==> src/rtl/pzcorebus_pkg.sv <==
// Shared helpers for the pzcorebus blocks: width ratios and byte-enable widths.
package pzcorebus_pkg;

  // Number of narrow slices that make up one wide data word.
  function automatic int calc_ratio(input int slave_width, input int master_width);
    return slave_width / master_width;
  endfunction

  // One byte enable per eight data bits.
  function automatic int calc_byteen_width(input int data_width);
    return data_width / 8;
  endfunction

endpackage

==> src/rtl/pzcorebus_downsizer_write_data_path.sv <==
// Write-data path of the pzcorebus downsizer: splits each wide write-data beat
// into narrow beats, skipping slices whose byte enables are all zero.
module pzcorebus_downsizer_write_data_path
  import pzcorebus_pkg::*;
#(
  parameter int SLAVE_DATA_WIDTH    = 128,
  parameter int MASTER_DATA_WIDTH   = 32,
  parameter int ALIGNED_ACCESS_ONLY = 0
)(
  input  logic                                             i_clk,
  input  logic                                             i_rst_n,
  input  logic                                             i_mdata_valid,
  output logic                                             o_mdata_accept,
  input  logic [SLAVE_DATA_WIDTH-1:0]                      i_mdata,
  input  logic [calc_byteen_width(SLAVE_DATA_WIDTH)-1:0]   i_mdata_byteen,
  input  logic                                             i_mdata_last,
  output logic                                             o_mdata_valid,
  input  logic                                             i_mdata_accept,
  output logic [MASTER_DATA_WIDTH-1:0]                     o_mdata,
  output logic [calc_byteen_width(MASTER_DATA_WIDTH)-1:0]  o_mdata_byteen,
  output logic                                             o_mdata_last
);

  localparam int RATIO = calc_ratio(SLAVE_DATA_WIDTH, MASTER_DATA_WIDTH);
  localparam int SBE   = calc_byteen_width(SLAVE_DATA_WIDTH);
  localparam int MBE   = calc_byteen_width(MASTER_DATA_WIDTH);
  localparam int IDXW  = (RATIO > 1) ? $clog2(RATIO) : 1;

  // A slice is pending when any of its bytes is enabled. A beat with no
  // enabled bytes still produces one narrow beat (the top slice) so that the
  // beat count and the last flag reach the master side.
  function automatic logic [RATIO-1:0] calc_slice_mask(input logic [SBE-1:0] be);
    logic [RATIO-1:0] m;
    for (int i = 0; i < RATIO; i++) begin
      m[i] = |be[i*MBE +: MBE];
    end
    if (ALIGNED_ACCESS_ONLY != 0) begin
      m = '1;
    end else if (m == '0) begin
      m[RATIO-1] = 1'b1;
    end
    return m;
  endfunction

  // Index of the lowest set bit; slices go out from low to high address.
  function automatic logic [IDXW-1:0] lowest_set_bit(input logic [RATIO-1:0] m);
    logic [IDXW-1:0] idx;
    idx = '0;
    for (int i = RATIO - 1; i >= 0; i--) begin
      if (m[i]) begin
        idx = IDXW'(i);
      end
    end
    return idx;
  endfunction

  logic                        hold_valid_q, hold_valid_d;
  logic [RATIO-1:0]            pending_q, pending_d;
  logic                        last_q, last_d;
  logic [SLAVE_DATA_WIDTH-1:0] data_q;
  logic [SBE-1:0]              byteen_q;

  logic [IDXW-1:0] sel_idx;
  logic            one_left;
  logic            narrow_xfer;
  logic            wide_xfer;

  // Slice selection and handshakes; a new wide beat is taken in the same
  // cycle the final slice of the current one leaves, so there is no bubble.
  always_comb begin
    sel_idx        = lowest_set_bit(pending_q);
    one_left       = (pending_q != '0) && ((pending_q & (pending_q - RATIO'(1))) == '0);
    narrow_xfer    = hold_valid_q && i_mdata_accept;
    o_mdata_accept = !hold_valid_q || (i_mdata_accept && one_left);
    wide_xfer      = i_mdata_valid && o_mdata_accept;
    o_mdata_valid  = hold_valid_q;
    o_mdata        = data_q[sel_idx*MASTER_DATA_WIDTH +: MASTER_DATA_WIDTH];
    o_mdata_byteen = byteen_q[sel_idx*MBE +: MBE];
    o_mdata_last   = last_q && one_left;
  end

  // Next control state: reload on a wide transfer, otherwise retire the
  // selected slice and drop hold_valid once the final slice is gone.
  always_comb begin
    hold_valid_d = hold_valid_q;
    pending_d    = pending_q;
    last_d       = last_q;
    if (wide_xfer) begin
      hold_valid_d = 1'b1;
      pending_d    = calc_slice_mask(i_mdata_byteen);
      last_d       = i_mdata_last;
    end else if (narrow_xfer) begin
      pending_d = pending_q & ~(RATIO'(1) << sel_idx);
      if (one_left) begin
        hold_valid_d = 1'b0;
      end
    end
  end

  // Control state is reset so a beat interrupted by reset is discarded.
  always_ff @(posedge i_clk or negedge i_rst_n) begin
    if (!i_rst_n) begin
      hold_valid_q <= 1'b0;
      pending_q    <= '0;
      last_q       <= 1'b0;
    end else begin
      hold_valid_q <= hold_valid_d;
      pending_q    <= pending_d;
      last_q       <= last_d;
    end
  end

  // Payload holding registers only matter while hold_valid is set.
  always_ff @(posedge i_clk) begin
    if (wide_xfer) begin
      data_q   <= i_mdata;
      byteen_q <= i_mdata_byteen;
    end
  end

endmodule

==> config.mk <==
export PLATFORM = sky130hd
export DESIGN_NAME = pzcorebus_downsizer_write_data_path
export DESIGN_NICKNAME = d
export VERILOG_FILES = /design/src/rtl/pzcorebus_pkg.sv /design/src/rtl/pzcorebus_downsizer_write_data_path.sv
export SDC_FILE = /design/constraint.sdc
export NUM_CORES = 1
export LEC_CHECK = 0
export BUFFER_PORTS_ARGS = -buffer_cell sky130_fd_sc_hd__buf_2
export CORE_AREA = 5 5 113 115
export CTS_CLUSTER_DIAMETER = 50
export DETAILED_ROUTE_END_ITERATION = 8
export DIE_AREA = 0 0 118 120
export GPL_TIMING_DRIVEN = 0
export PLACE_DENSITY = 0.75
export SYNTH_ARGS = -nofsm -noshare
export SYNTH_HDL_FRONTEND = slang
export SYNTH_SLANG_ARGS = --single-unit
==> constraint.sdc <==
create_clock -name i_clk -period 8.7 [get_ports i_clk]
set_clock_uncertainty 0.15 [all_clocks]
set_input_delay 0 -clock i_clk [delete_from_list [all_inputs] [get_ports i_clk]]
set_output_delay 0 -clock i_clk [all_outputs]
set_load 0.01 [all_outputs]
==> flow_summary.toml, run 1 <==
[clock_network]
cts_hold_buffers = 137
htree_levels = 4
cts_setup_buffers = 0
cts_buffers = 17
clkSinkCount = 150
cts_buffer_depth = 2
cts_resized = 0
clockRootBuffer = "clkbuf_16"

[synthesis]
ys.flop_type = "edfxtp_1"
seq_area_frac_synth = 0.789
yosys_warnings = 0
async_flop_share = 0.0400
synth-edff-count = 144
syn_avg_cell_area_um2 = 18.3
synthesis.nets = 459
synth_area_mm2 = 0.00567
synth_cell_types = 30
ys_ff_latch = 150
syn_inst = 310

[floorplan]
rows = 40
ios = 188
die_w_um = 118
initial_utilization = 0.484
die_h_um = 120

[placed_design]
dp_hpwl_um = 8900
portBuffers = 187
gp_congestion = 0.763

[outcome]
haltStage = "clock tree synthesis"
toolErrorMsg = "[ERROR RSZ-0060] Max buffer count reached."
status = "did not finish"
[synth_stat cells (2+ instances only)]
cell type | n | share of area
nor4_1 | 3 | 0.0033
a22oi_1 | 36 | 0.048
dfrtp_1 | 6 | 0.026
o21a_1 | 3 | 0.0040
buf_6 | 4 | 0.0079
o21ai_1 | 31 | 0.027
buf_4 | 3 | 0.0040
nand2_1 | 3 | 0.0020
mux2i_1 | 39 | 0.069
buf_2 | 4 | 0.0035
o21ai_0 | 8 | 0.0071
edfxtp_1 | 144 | 0.76
inv_1 | 3 | 0.0020
clkbuf_1 | 6 | 0.0040
nor2_1 | 2 | 0.0013
[metrics by stage]
| stage | hold WS, ns | instance area (um2) | cells | worst slack [ns] | utilization |
|---|---|---|---|---|---|
| floorplan | -0.446 | 5670 | 310 | 4.53 | - |
| global placement | -0.323 | 6790 | 644 | 3.77 | 0.580 |
| detailed placement | -0.316 | 6910 | 649 | 5.98 | 0.590 |
[logic make-up after synthesis]
logic type                Yosys count  share of synthesized area
AOI/OAI and AO/OA                  84                     0.0977
buffers and inverters              20                     0.0214
xor gates and xnor gates            1                    0.00154
muxes                              40                     0.0715
DFF                               150                      0.789
and+or+nand+nor                    15                     0.0192
==> inputs of run 2 (changes only) <==
Settings changed: CORE_AREA 5 5 113 115 to 5 5 134 136, CTS_CLUSTER_DIAMETER 50 to unset, DIE_AREA 0 0 118 120 to 0 0 139 141, PLACE_DENSITY 0.75 to unset, PLACE_DENSITY_LB_ADDON set to 0.15.
==> run 2 against run 1 <==
The flow now finishes without violations. Synthesized area is the same. Synthesized cell count is the same.
==> flow_summary.toml, run 2 <==
[final_layout]
largestRegisters = "data_q x128, byteen_q x16, pending_q x4"
final_cell_mix = "191 x buf_2, 150 x dlygate4sd3_1, 144 x edfxtp_1, 39 x mux2i_1, 36 x a22oi_1"
fin_nets = 820
area.growth.synth_to_final_pct = 60.5
top_register = "data_q"
fin_area_mm2 = 0.00910
final_core_util = 0.541
largest_reg_flops = 128
diodes = 0
layout_commonest_cell = "buf_2"
layout-drive-gt1-share = 0.354

[timing]
slew_headroom = 0.409
drv_slew = 0
worstMarginPinSlew_ns = 0.886
period_share = 0.334
fin_crit_ns = 2.90
max_freq_mhz = 344
hold_viol = 0
setup_violations = 0
rsz0062_at_grt = "no"
setup_tns_ns = 0
fin_ws_ns = 5.80

[synthesis]
syn_inst = 310
synthTopCellsByCount = "144 x edfxtp_1, 39 x mux2i_1, 36 x a22oi_1"
yosys_warnings = 0
async_flop_share = 0.0400
yosys.area.top_type = "edfxtp_1"
ys_ff_latch = 150
synth_cell_types = 30
seq_area_frac_synth = 0.789
synth_top_area_frac = 0.762
synth_area_mm2 = 0.00567
yosysMostFrequentCell = "edfxtp_1"
synthesis.nets = 459
ys.flop_type = "edfxtp_1"
ys_top_cells_by_area = "edfxtp_1 76%, mux2i_1 6.9%, a22oi_1 4.8%"
syn_avg_cell_area_um2 = 18.3
synth-edff-count = 144

[critical_path]
crit_type = "reg2reg"
ff2ff_setup_slack_ns = 5.80
rr_endpoint = "data_q[120]$_DFFE_PN_"
worstPathArrival_ns = 2.86
path_depth = 7
crit_family = "buffers and inverters"
cp.required_ns = 8.66
crit_chain = "buf_4 > nor4b_4 > nand2_2 > a31oi_4 > buf_12 > buf_12 > buf_12"
worstSetupStartpointType = "register"
startpoint = "pending_q[2]$_DFFE_PN0P_"
max_stage_delay_ns = 0.74
end_kind = "register"
cp-endpoint = "data_q[120]$_DFFE_PN_"
cpMostUsedCell = "buf_12"
slowest_stage = "a31oi_4"
ff2ff_path_depth = 7
path_max_fanout = 30
reg2reg_from = "pending_q[2]$_DFFE_PN0P_"
path_buf_inv = 4

[global_routing]
grt_start_max_net_pins = 31
busiest_layer = "met2"
met3_usage = 0.0505
grt_use_met2 = 0.278
antenna_found_initial = 0
grt_pass1_wl_um = 24200
grt_overflow = 0
met1_usage = 0.188
gr-usage-all-layers = 0.159
grt_pass1_vias = 4710

[clock_network]
clk_pin_slew_ns = 0.07
htree_levels = 4
cts_resized = 0
cts_tree = "built"
cts_buffers = 17
cts_setup_buffers = 0
cts_buffer_depth = 2
clock_latency_ns = 0.41
cts_hold_buffers = 150
clkSinkCount = 150
clockRootBuffer = "clkbuf_16"

[placed_design]
gp_congestion = 0.776
dp_hpwl_um = 9490
dpl_cell_area_mm2 = 0.00700
dp_slack_ns = 5.82
portBuffers = 187

[route]
final_antenna_net_count = 0
first_pass_iters = 4
totalWireLength_um = 15100
drc = 0
via_per_inst = 4.53
drtIter0Drc = 222
routed-via-count = 4118
wl_per_cell_um = 16.6

[pwr]
p_leak_nw = 3.56
internal-power_mw = 1.91
power.share.combinational = 0.374
power_density_mw_per_mm2 = 319
ir_drop_v = 0.000192
switchingPower_uw = 995
clock_power_share = 0.258
pwr-share-seq = 0.368
switching_share = 0.342

[floorplan]
die_area_mm2 = 0.0196
die_h_um = 141
rows = 48
initial_utilization = 0.337
die_w_um = 139
ios = 188
core_mm2 = 0.0168

[hold_path]
min-delay-start = "i_mdata[6]"
hp-class = "in2reg"

[outcome]
status = "complete, no violations"

[job]
max_cap_violations = 0
[run 2: cell counts after synthesis]
Identical to the previous run, type by type.
[run 2: worst min-delay path by stage]
stage          cells after the start                   end  slack (ns)
2_1_floorplan                      0    last_q$_DFFE_PN0N_       -0.45
3_3_place_gp                       1    last_q$_DFFE_PN0N_       -0.32
3_5_place_dp                       1    last_q$_DFFE_PN0N_       -0.32
4_1_cts                            2  data_q[45]$_DFFE_PN_        0.10
5_1_grt                            2  data_q[16]$_DFFE_PN_        0.11
6_report                           2   data_q[6]$_DFFE_PN_        0.13
[run 2: layout make-up]
cell class | instances | area (um2)
fill | 1367 | 7710
inverter | 3 | 11.3
tap | 225 | 282
buffer | 17 | 110
timing repair buffer | 342 | 2540
sequential | 150 | 4470
clock inverter | 15 | 180
multi-input combinational | 140 | 1080
clock buffer | 17 | 425
[run 2: per-stage QoR]
stage	power [mW]	instances	hold slack [ns]
2_1_floorplan	1.72	310	-0.446
3_3_place_gp	2.11	722	-0.322
3_5_place_dp	2.14	727	-0.317
4_1_cts	2.95	909	0.103
5_1_grt	3.10	909	0.108
6_report	2.91	909	0.134
[run 2: routing by layer]
layer	vias up	routed length [um]
met5	-	0
met4	0	257
met3	23	836
met2	140	7900
met1	1965	6080
li1	1990	-
[run 2: cell families after synthesis]
logic type,after synthesis,synth area share
XOR/XNOR,1,0.00154
multiplexers,40,0.0715
buffers and inverters,20,0.0214
flip-flops,150,0.789
AND/OR/NAND/NOR,15,0.0192
AO/OA/AOI/OAI,84,0.0977
[run 2: power groups by stage]
stage / registers (mW) / clock network, mW / logic (mW)
detailed placement: 1.09 / 0 / 1.05
global route: 1.09 / 0.809 / 1.20
global placement: 1.11 / 0 / 0.998
CTS: 1.07 / 0.772 / 1.11
floorplan: 1.10 / 0 / 0.623
finish: 1.07 / 0.751 / 1.09
No activity file was read; power rests on OpenSTA's default activity.
==> inputs of run 3 (changes only) <==
Clock period 8.7 ns to 2.9 ns, I/O delays scaled along.
==> run 3 against run 2 <==
Highest routed layer unchanged. Total power grew to 3.0 times the previous value. Flip-flop and latch count stayed put. Worst setup slack worse by 5.6 ns.
==> flow_summary.toml, run 3 (synthesis results as in run 2) <==
[hold_path]
min-delay-start = "i_mdata[12]"
hp-class = "in2reg"
hold_depth = 2
hold_end = "data_q[12]$_DFFE_PN_"

[floorplan]
rows = 48
die_h_um = 141
die_area_mm2 = 0.0196
core_mm2 = 0.0168
initial_utilization = 0.337
die_w_um = 139
ios = 188

[timing]
drv_slew = 0
fin_ws_ns = 0.225
rsz0062_at_grt = "no"
setup_violations = 0
worstMarginPinSlew_ns = 0.782
hold_viol = 0
period_share = 0.922
fin_crit_ns = 2.68
max_freq_mhz = 374
slew_headroom = 0.479

[final_layout]
fin_nets = 821
final_cell_mix = "191 x buf_2, 150 x dlygate4sd3_1, 144 x edfxtp_1, 39 x mux2i_1, 36 x a22oi_1"
largest_reg_flops = 128
diodes = 0
layout_commonest_cell = "buf_2"
largestRegisters = "data_q x128, byteen_q x16, pending_q x4"
top_register = "data_q"
area.growth.synth_to_final_pct = 60.5
layout-drive-gt1-share = 0.356

[route]
routed-via-count = 4113
totalWireLength_um = 15200
via_per_inst = 4.52
drtIter0Drc = 182
first_pass_iters = 7
drc = 0
final_antenna_net_count = 0
wl_per_cell_um = 16.7

[pwr]
power_mw = 8.62
switchingPower_mw = 3.01
clock_power_share = 0.242
internal-power_mw = 5.62
switching_share = 0.349
pwr-share-seq = 0.372
power.share.combinational = 0.386
p_leak_nw = 3.56
ir_drop_v = 0.000513
power_density_mw_per_mm2 = 947

[clock_network]
clk_pin_slew_ns = 0.07
cts_buffer_depth = 2
clock_latency_ns = 0.41
cts_buffers = 17
cts_tree = "built"
clockRootBuffer = "clkbuf_16"
htree_levels = 4
cts_setup_buffers = 0
clkSinkCount = 150

[critical_path]
reg2reg_from = "pending_q[0]$_DFFE_PN0P_"
crit_type = "reg2out"
path_max_fanout = 10
rr_endpoint = "data_q[120]$_DFFE_PN_"
end_kind = "primary output"
worstSetupStartpointType = "register"
cp.required_ns = 2.75
ff2ff_setup_slack_ns = 0.34
worstPathArrival_ns = 2.53
ff2ff_path_depth = 6

[global_routing]
antenna_found_initial = 0
grt_pass1_wl_um = 24300
grt_pass1_vias = 4677
grt_start_max_net_pins = 30
grt_overflow = 0
gr-usage-all-layers = 0.159

[placed_design]
dp_hpwl_um = 9630
dp_slack_ns = 0.332
gp_congestion = 0.755
portBuffers = 187

[outcome]
status = "complete, no violations"

[job]
max_cap_violations = 0
## run 3: changes by cell type in the layout (fill, tap and decap cells not counted), sizes merged
| cell | previous run | this run |
|---|---|---|
| clkinv | 2 | 4 |
| clkinvlp | 1 | 2 |
| bufinv | 2 | 0 |
| buf | 203 | 204 |
| inv | 13 | 12 |
## run 3: power by group through the flow
stage,Sequential (mW),Combinational (mW),Clock (mW)
floorplan,3.29,1.87,0
global placement,3.34,2.99,0
detailed placement,3.25,3.21,0
CTS,3.21,3.38,2.14
global route,3.26,3.64,2.24
finish,3.21,3.33,2.09
## run 3: how the worst max path moves through the flow
stage                     slack (ns)                  endpoint                startpoint
after floorplan                -1.27        last_q$_DFFE_PN0N_  pending_q[1]$_DFFE_PN0P_
after global placement         -2.29  pending_q[1]$_DFFE_PN0P_  pending_q[1]$_DFFE_PN0P_
after detailed placement        0.33      data_q[54]$_DFFE_PN_  pending_q[2]$_DFFE_PN0P_
after CTS                       0.15               o_mdata[22]  pending_q[0]$_DFFE_PN0P_
after global routing            0.04         o_mdata_byteen[3]  pending_q[0]$_DFFE_PN0P_
final                           0.22                o_mdata[9]  pending_q[0]$_DFFE_PN0P_
## run 3: timing repair
| item | 4_1_cts | 5_1_grt |
|---|---|---|
| setup endpoints to repair | 0 | 1 |
| hold buffers | 150 | 0 |
| resized for setup | 0 | 2 |
| hold endpoints to repair | 156 | 0 |
## run 3: per-layer routing
metal,global-route usage,up-vias,routed length (um)
met4,0.0525,0,305
met1,0.190,1970,6280
met5,0,-,0
met2,0.272,130,7770
met3,0.0550,22,841
li1,-,1991,-
## run 3: worst max-delay path, cell delays in order, from the launching register on
cell      delay, ns
dfrtp_1        0.37
buf_4          0.18
nor3b_2        0.55
clkbuf_1       0.52
a22oi_1        0.15
o21ai_1        0.17
buf_2          0.18
## run 3: stage by stage
stage	area (um2)	TNS, ns	utilization	hold slack, ns	instances
CTS	9100	0	0.541	0.115	910
floorplan	5670	-179.86	-	-0.446	310
finish	9100	0	0.541	0.141	910
global placement	6890	-323.23	0.410	-0.322	722
global route	9100	0	0.541	0.120	910
detailed placement	7040	0	0.419	-0.322	728
## run 3: cell type report
| class | count | area [um2] |
|---|---|---|
| Sequential cell | 150 | 4470 |
| Clock buffer | 17 | 425 |
| Fill cell | 1383 | 7710 |
| Clock inverter | 15 | 135 |
| Buffer | 17 | 111 |
| Tap cell | 225 | 282 |
| Inverter | 3 | 11.3 |
| Timing Repair Buffer | 343 | 2590 |
| Multi-Input combinational cell | 140 | 1080 |
